[src/rtl/text_console_pkg.sv]
// Shared constants, FSM state encoding and cell-address helper for the text console writer.
package text_console_pkg;

  localparam int COLS          = 80;
  localparam int ROWS          = 30;
  localparam int WORDS_PER_ROW = 20;
  localparam int VRAM_WORDS    = 600;

  localparam logic [6:0] LAST_COL        = 7'(COLS - 1);
  localparam logic [4:0] LAST_ROW        = 5'(ROWS - 1);
  localparam logic [9:0] LAST_WORD       = 10'(VRAM_WORDS - 1);
  localparam logic [9:0] LAST_SCROLL_DST = 10'(VRAM_WORDS - WORDS_PER_ROW - 1);
  localparam logic [9:0] ROW_SPAN        = 10'(WORDS_PER_ROW);

  localparam logic [7:0] CC_BS = 8'h08;
  localparam logic [7:0] CC_LF = 8'h0A;
  localparam logic [7:0] CC_FF = 8'h0C;
  localparam logic [7:0] CC_CR = 8'h0D;

  typedef enum logic [2:0] {
    IDLE      = 3'd0,
    PUT       = 3'd1,
    ADVANCE   = 3'd2,
    CLEAR     = 3'd3,
    SCR_RD    = 3'd4,
    SCR_WAIT  = 3'd5,
    SCR_WR    = 3'd6,
    SCR_BLANK = 3'd7
  } state_t;

  typedef enum logic [2:0] {
    CUR_HOLD = 3'd0,
    CUR_HOME = 3'd1,
    CUR_CR   = 3'd2,
    CUR_LF   = 3'd3,
    CUR_BS   = 3'd4,
    CUR_ADV  = 3'd5
  } cur_op_t;

  // row*20 + col/4, built from shifts so it stays within 10 bits
  function automatic logic [9:0] cell_word_addr(input logic [4:0] row, input logic [6:0] col);
    return ({5'd0, row} << 4) + ({5'd0, row} << 2) + {5'd0, col[6:2]};
  endfunction

endpackage

[src/rtl/text_console_writer_cursor.sv]
// Cursor column/row registers with wrap handling; exposes the VRAM word address and byte lane of the cursor cell.
// Row overflow stays on the last row when TEXT_CONSOLE_SCROLL_EN is defined, otherwise wraps to row 0.
module console_cursor
  import text_console_pkg::*;
(
  input  logic       i_clk,
  input  logic       i_rst,
  input  cur_op_t    i_op,
  output logic [6:0] o_col,
  output logic [4:0] o_row,
  output logic [9:0] o_word_addr,
  output logic [1:0] o_lane,
  output logic       o_col_last,
  output logic       o_row_last
);

  logic [6:0] r_col;
  logic [4:0] r_row;
  logic [4:0] w_row_next;

`ifdef TEXT_CONSOLE_SCROLL_EN
  localparam logic [4:0] ROW_WRAP = LAST_ROW;
`else
  localparam logic [4:0] ROW_WRAP = 5'd0;
`endif

  always_comb begin
    if (r_row == LAST_ROW) begin
      w_row_next = ROW_WRAP;
    end else begin
      w_row_next = r_row + 5'd1;
    end
  end

  always_ff @(posedge i_clk or posedge i_rst) begin
    if (i_rst) begin
      r_col <= 7'd0;
      r_row <= 5'd0;
    end else begin
      case (i_op)
        CUR_HOME: begin
          r_col <= 7'd0;
          r_row <= 5'd0;
        end
        CUR_CR: r_col <= 7'd0;
        CUR_LF: begin
          r_col <= 7'd0;
          r_row <= w_row_next;
        end
        CUR_BS: begin
          if (r_col != 7'd0) begin
            r_col <= r_col - 7'd1;
          end else begin
            r_col <= r_col;
          end
        end
        CUR_ADV: begin
          if (r_col == LAST_COL) begin
            r_col <= 7'd0;
            r_row <= w_row_next;
          end else begin
            r_col <= r_col + 7'd1;
          end
        end
        default: begin
          r_col <= r_col;
          r_row <= r_row;
        end
      endcase
    end
  end

  assign o_col       = r_col;
  assign o_row       = r_row;
  assign o_word_addr = cell_word_addr(r_row, r_col);
  assign o_lane      = r_col[1:0];
  assign o_col_last  = (r_col == LAST_COL);
  assign o_row_last  = (r_row == LAST_ROW);

endmodule

[src/rtl/text_console_writer.sv]
// Character-stream to 80x30 text VRAM writer (Avalon-MM master) with control codes CR/LF/BS/FF.
// Define TEXT_CONSOLE_SCROLL_EN to build the scroll-up sequence; otherwise row overflow wraps to row 0.
module text_console_writer
  import text_console_pkg::*;
#(
  parameter logic [7:0] BLANK_CODE = 8'h20
) (
  input  logic        CLK,
  input  logic        RESET,
  input  logic        CH_VALID,
  input  logic [7:0]  CH_DATA,
  output logic        CH_READY,
  output logic [9:0]  AVM_ADDR,
  output logic        AVM_READ,
  output logic        AVM_WRITE,
  output logic [3:0]  AVM_BYTE_EN,
  output logic [31:0] AVM_WRITEDATA,
  input  logic [31:0] AVM_READDATA,
  input  logic        AVM_WAITREQUEST,
  output logic [6:0]  CUR_COL,
  output logic [4:0]  CUR_ROW,
  output logic        BUSY
);

  state_t     r_state, w_next;
  logic [7:0] r_byte;
  logic [9:0] r_word;
  cur_op_t    w_cur_op;
  logic [9:0] w_cell_addr;
  logic [1:0] w_lane;
  logic       w_col_last, w_row_last, w_ctrl, w_row_adv;

  console_cursor u_cursor (
    .i_clk       (CLK),
    .i_rst       (RESET),
    .i_op        (w_cur_op),
    .o_col       (CUR_COL),
    .o_row       (CUR_ROW),
    .o_word_addr (w_cell_addr),
    .o_lane      (w_lane),
    .o_col_last  (w_col_last),
    .o_row_last  (w_row_last)
  );

  assign w_ctrl    = (r_byte == CC_CR) || (r_byte == CC_LF) || (r_byte == CC_BS);
  assign w_row_adv = (r_byte == CC_LF) || (!w_ctrl && w_col_last);

`ifdef TEXT_CONSOLE_SCROLL_EN
  logic [31:0] r_rdata;
`else
  logic w_unused_rdata;
  assign w_unused_rdata = ^AVM_READDATA;
`endif

  always_ff @(posedge CLK or posedge RESET) begin
    if (RESET) begin
      r_state <= IDLE;
    end else begin
      r_state <= w_next;
    end
  end

  // Datapath: latched byte, word counter (clear / scroll), captured read word
  always_ff @(posedge CLK or posedge RESET) begin
    if (RESET) begin
      r_byte <= 8'd0;
      r_word <= 10'd0;
`ifdef TEXT_CONSOLE_SCROLL_EN
      r_rdata <= 32'd0;
`endif
    end else begin
      if (r_state == IDLE && CH_VALID) begin
        r_byte <= CH_DATA;
      end
      case (r_state)
        IDLE: r_word <= 10'd0;
        CLEAR: if (!AVM_WAITREQUEST) r_word <= r_word + 10'd1;
`ifdef TEXT_CONSOLE_SCROLL_EN
        SCR_WAIT: r_rdata <= AVM_READDATA;
        SCR_WR, SCR_BLANK: if (!AVM_WAITREQUEST) r_word <= r_word + 10'd1;
`endif
        default: r_word <= r_word;
      endcase
    end
  end

  always_comb begin
    w_next   = r_state;
    w_cur_op = CUR_HOLD;
    case (r_state)
      IDLE: begin
        if (CH_VALID) begin
          case (CH_DATA)
            CC_CR, CC_LF, CC_BS: w_next = ADVANCE;
            CC_FF:               w_next = CLEAR;
            default:             w_next = PUT;
          endcase
        end else begin
          w_next = IDLE;
        end
      end
      PUT: w_next = AVM_WAITREQUEST ? PUT : ADVANCE;
      ADVANCE: begin
        case (r_byte)
          CC_CR:   w_cur_op = CUR_CR;
          CC_LF:   w_cur_op = CUR_LF;
          CC_BS:   w_cur_op = CUR_BS;
          default: w_cur_op = CUR_ADV;
        endcase
`ifdef TEXT_CONSOLE_SCROLL_EN
        w_next = (w_row_adv && w_row_last) ? SCR_RD : IDLE;
`else
        w_next = IDLE;
`endif
      end
      CLEAR: begin
        if (!AVM_WAITREQUEST && r_word == LAST_WORD) begin
          w_next   = IDLE;
          w_cur_op = CUR_HOME;
        end else begin
          w_next = CLEAR;
        end
      end
`ifdef TEXT_CONSOLE_SCROLL_EN
      SCR_RD:   w_next = AVM_WAITREQUEST ? SCR_RD : SCR_WAIT;
      SCR_WAIT: w_next = SCR_WR;
      SCR_WR: begin
        if (AVM_WAITREQUEST) begin
          w_next = SCR_WR;
        end else begin
          w_next = (r_word == LAST_SCROLL_DST) ? SCR_BLANK : SCR_RD;
        end
      end
      SCR_BLANK: w_next = (!AVM_WAITREQUEST && r_word == LAST_WORD) ? IDLE : SCR_BLANK;
`endif
      default: w_next = IDLE;
    endcase
  end

  // Bus outputs decode from registered state only, so they hold steady under waitrequest
  always_comb begin
    AVM_ADDR      = 10'd0;
    AVM_READ      = 1'b0;
    AVM_WRITE     = 1'b0;
    AVM_BYTE_EN   = 4'd0;
    AVM_WRITEDATA = 32'd0;
    case (r_state)
      PUT: begin
        AVM_WRITE     = 1'b1;
        AVM_ADDR      = w_cell_addr;
        AVM_BYTE_EN   = 4'b0001 << w_lane;
        AVM_WRITEDATA = {4{r_byte}};
      end
      CLEAR: begin
        AVM_WRITE     = 1'b1;
        AVM_ADDR      = r_word;
        AVM_BYTE_EN   = 4'hF;
        AVM_WRITEDATA = {4{BLANK_CODE}};
      end
`ifdef TEXT_CONSOLE_SCROLL_EN
      SCR_RD: begin
        AVM_READ = 1'b1;
        AVM_ADDR = r_word + ROW_SPAN;
      end
      SCR_WR: begin
        AVM_WRITE     = 1'b1;
        AVM_ADDR      = r_word;
        AVM_BYTE_EN   = 4'hF;
        AVM_WRITEDATA = r_rdata;
      end
      SCR_BLANK: begin
        AVM_WRITE     = 1'b1;
        AVM_ADDR      = r_word;
        AVM_BYTE_EN   = 4'hF;
        AVM_WRITEDATA = {4{BLANK_CODE}};
      end
`endif
      default: begin
        AVM_WRITE = 1'b0;
      end
    endcase
  end

  assign CH_READY = (r_state == IDLE);
  assign BUSY     = (r_state != IDLE);

endmodule

[config.mk]
export PLATFORM = sky130hd
export DESIGN_NAME = text_console_writer
export DESIGN_NICKNAME = d
export VERILOG_FILES = /design/src/rtl/text_console_pkg.sv /design/src/rtl/text_console_writer_cursor.sv /design/src/rtl/text_console_writer.sv
export SDC_FILE = /design/constraint.sdc
export NUM_CORES = 1
export LEC_CHECK = 0
export ABC_AREA = 0
export CORE_UTILIZATION = 40
export DETAILED_ROUTE_END_ITERATION = 10
export GPL_ROUTABILITY_DRIVEN = 0
export PLACE_DENSITY = 0.87
export SYNTH_ARGS = -nofsm -noshare
export SYNTH_HDL_FRONTEND = slang
export SYNTH_SLANG_ARGS = --single-unit
[constraint.sdc]
create_clock -name CLK -period 3.1 [get_ports CLK]
set_clock_uncertainty 0.2 [all_clocks]
set_input_delay 0.62 -clock CLK [delete_from_list [all_inputs] [get_ports CLK]]
set_output_delay 0.62 -clock CLK [all_outputs]
set_load 0.05 [all_outputs]
==> results.cfg <==
[synth]
syn_nets = 372
synth.area.top_cells = dfrtp_1, ha_1, buf_4
synth_top_area_cell = dfrtp_1
syn_avg_cell_area_um2 = 8.72
ys_seq_area_share_pct = 29.7
syn_inst = 309
synth_edf_count = 0
synth_commonest_cells = dfrtp_1, nand2_1, buf_4
synth_most_common_cell = dfrtp_1
synth-seq-cells = 32
async_flop_share_pct = 100
synth_flop_cell = dfrtp_1
syn_area_mm2 = 0.00269
synth_top_area_share_pct = 29.7
synth_warnings = 0
synthDistinctLibCells = 53

[timing]
report.final.slew_viol_count = 0
slew_headroom_pct = 45.7
final.min_clock_period_ps = 3420
setup_violations = 5
timing.fmax_ghz = 0.293
finalWorstSetupSlack_ps = -315
period_share_pct = 110
rsz0062_at_grt = true
tightest_slew_ps = 805
report.final.hold_viol_count = 0

[job]
maxCapViolCount = 0

[clock_tree]
numCtsBuffers = 5
cts.path.max_buffers = 2
htreeDepth = 2
clkLatencyLatePin_ps = 280
clkSinkCount = 32
cts-root-buf = clkbuf_8
clk_pin_slew_ps = 70
cts_tree = yes

[run_status]
status = finished with violations
violations = design-rule violations, negative setup slack

[worst_setup_path]
startpoint = u_cursor.o_row[0]
regToRegEndpoint = u_cursor.o_col[2]
end_kind = primary output
worstSetupPathType = register to primary output
worst_ep_arrival_time_ps = 2600
reg2reg_slack_ps = 490
max_stage_delay_ps = 540
startpoint_type = register
regToRegStartpoint = r_word[5]
endpoint = AVM_ADDR[8]
critical_path_required_ps = 2280
critPathSlowestCell = fa_1
crit_fanout = 2
critPathTopFamily = adder cells
r2r.worst_path.cells = 6
cp_num_buf_inv = 4
cp_num_cells = 11
crit_path_cell_trace = inv_2 -> fa_1 -> inv_2 -> ha_4 -> a21o_1 -> a21oi_2 -> o21bai_1 -> a21oi_2 -> buf_4 -> o211ai_1 -> clkbuf_16

[routing]
ant_nets = 0
drc_errors = 15
firstDrtPassIters = 8
route.vias.total = 2465
detail_route.wl_per_cell_um = 14.9
drt_iter0_drc = 143
drt-total-wl_um = 6690
viasPerCell = 5.49

[floorplanning]
die_x_um = 84.1
coreArea_mm2 = 0.00642
die_area_mm2 = 0.00707
start_util_pct = 41.9
num_rows = 29
die_height_um = 84.1
pin_count = 106

[finish]
layout-drive-gt1-share_pct = 30.4
area_growth_pct = 44.8
nets = 435
antenna_cells = 0

[global_routing]
grtUsageTotal_pct = 19.2
antenna_found_initial = 0
grt_max_degree = 34
grt-ovfl-total = 0
first_global_vias = 2456
grt_pass1_wl_um = 11000

[placement]
dpl.hpwl_um = 5050
port_buffers = 72
pre_cts_slack_ps = -112

[hold_path]
worstHoldPathType = register to register
## metal layers
layer  routed length [um]  GRT usage [%]  vias to the layer above  share of wire [%]
met5                    0              0                        -                  0
met4                   99           6.43                        0                1.5
met3                  404           4.25                       14                6.0
met2                 3390           34.7                       91                 51
met1                 2790           22.2                     1178                 42
li1                     -              -                     1182                  -
## flip-flops by register name, indices dropped and copies added, names as in the netlist
signal and cells:
r_word 10, r_state 2, u_cursor.o_row 5, r_byte 8
u_cursor.o_col 7
## cell type report
cell class                 count  area, um^2
fill                         508        2520
timing repair buffer          94        1200
sequential                    32         807
multi-input combinational    223        1640
inverter                      16        60.1
clock buffer                   7        96.3
tap                           77        96.3
## cells by family after synthesis
kind of cell	Yosys count	share of synthesized area [%]
other cells	1	0.139
mux	21	8.13
simple gates	114	23.7
fa+ha+maj	19	9.38
flops	32	29.7
xor+xnor	7	2.28
compound gates	61	15.3
buf+inv	54	11.3
## stage by stage
step / hold slack, ps / std cells / cell area, um^2 / util, % / setup TNS [ps]
floorplan: 268 / 309 / 2720 / - / -370
global placement: 307 / 439 / 3740 / 58.2 / -6.69
detailed placement: 318 / 439 / 3740 / 58.2 / -177
CTS: 329 / 448 / 3890 / 60.6 / -1130
global route: 338 / 449 / 3900 / 60.7 / -1520
finish: 333 / 449 / 3900 / 60.7 / -1150
## what timing repair did
action,4_1_cts,5_1_grt
setup endpoints to repair,5,6
hold buffers,0,0
setup buffers,3,1
pin swaps,11,8
resized for setup,8,5
## worst min path at each step
stage | startpoint | end | slack (ps) | cells after the start
finish | r_word[9] | r_word[9] | 330 | 1
floorplan | r_word[9] | r_word[9] | 270 | 1
global route | r_word[9] | r_word[9] | 340 | 1
global placement | r_word[9] | r_word[9] | 310 | 1
CTS | r_word[9] | r_word[9] | 330 | 1
detailed placement | r_word[9] | r_word[9] | 320 | 1
## cells in the final DEF, fill, tap and decap left out, drive strengths merged, types with 8 or more instances in the layout
cell type | Yosys | routed
nor2 | 15 | 15
nand2b | 9 | 9
dfrtp | 32 | 32
buf | 29 | 69
mux2i | 14 | 14
inv | 16 | 16
clkdlybuf4s50 | 0 | 24
ha | 17 | 17
clkbuf | 9 | 8
and2 | 13 | 13
o21ai | 21 | 21
nor2b | 9 | 9
nand3 | 11 | 11
nand2 | 30 | 30
Power is not shown: default switching activity piles up to over one toggle a cycle in this logic, so the estimate is an artifact.
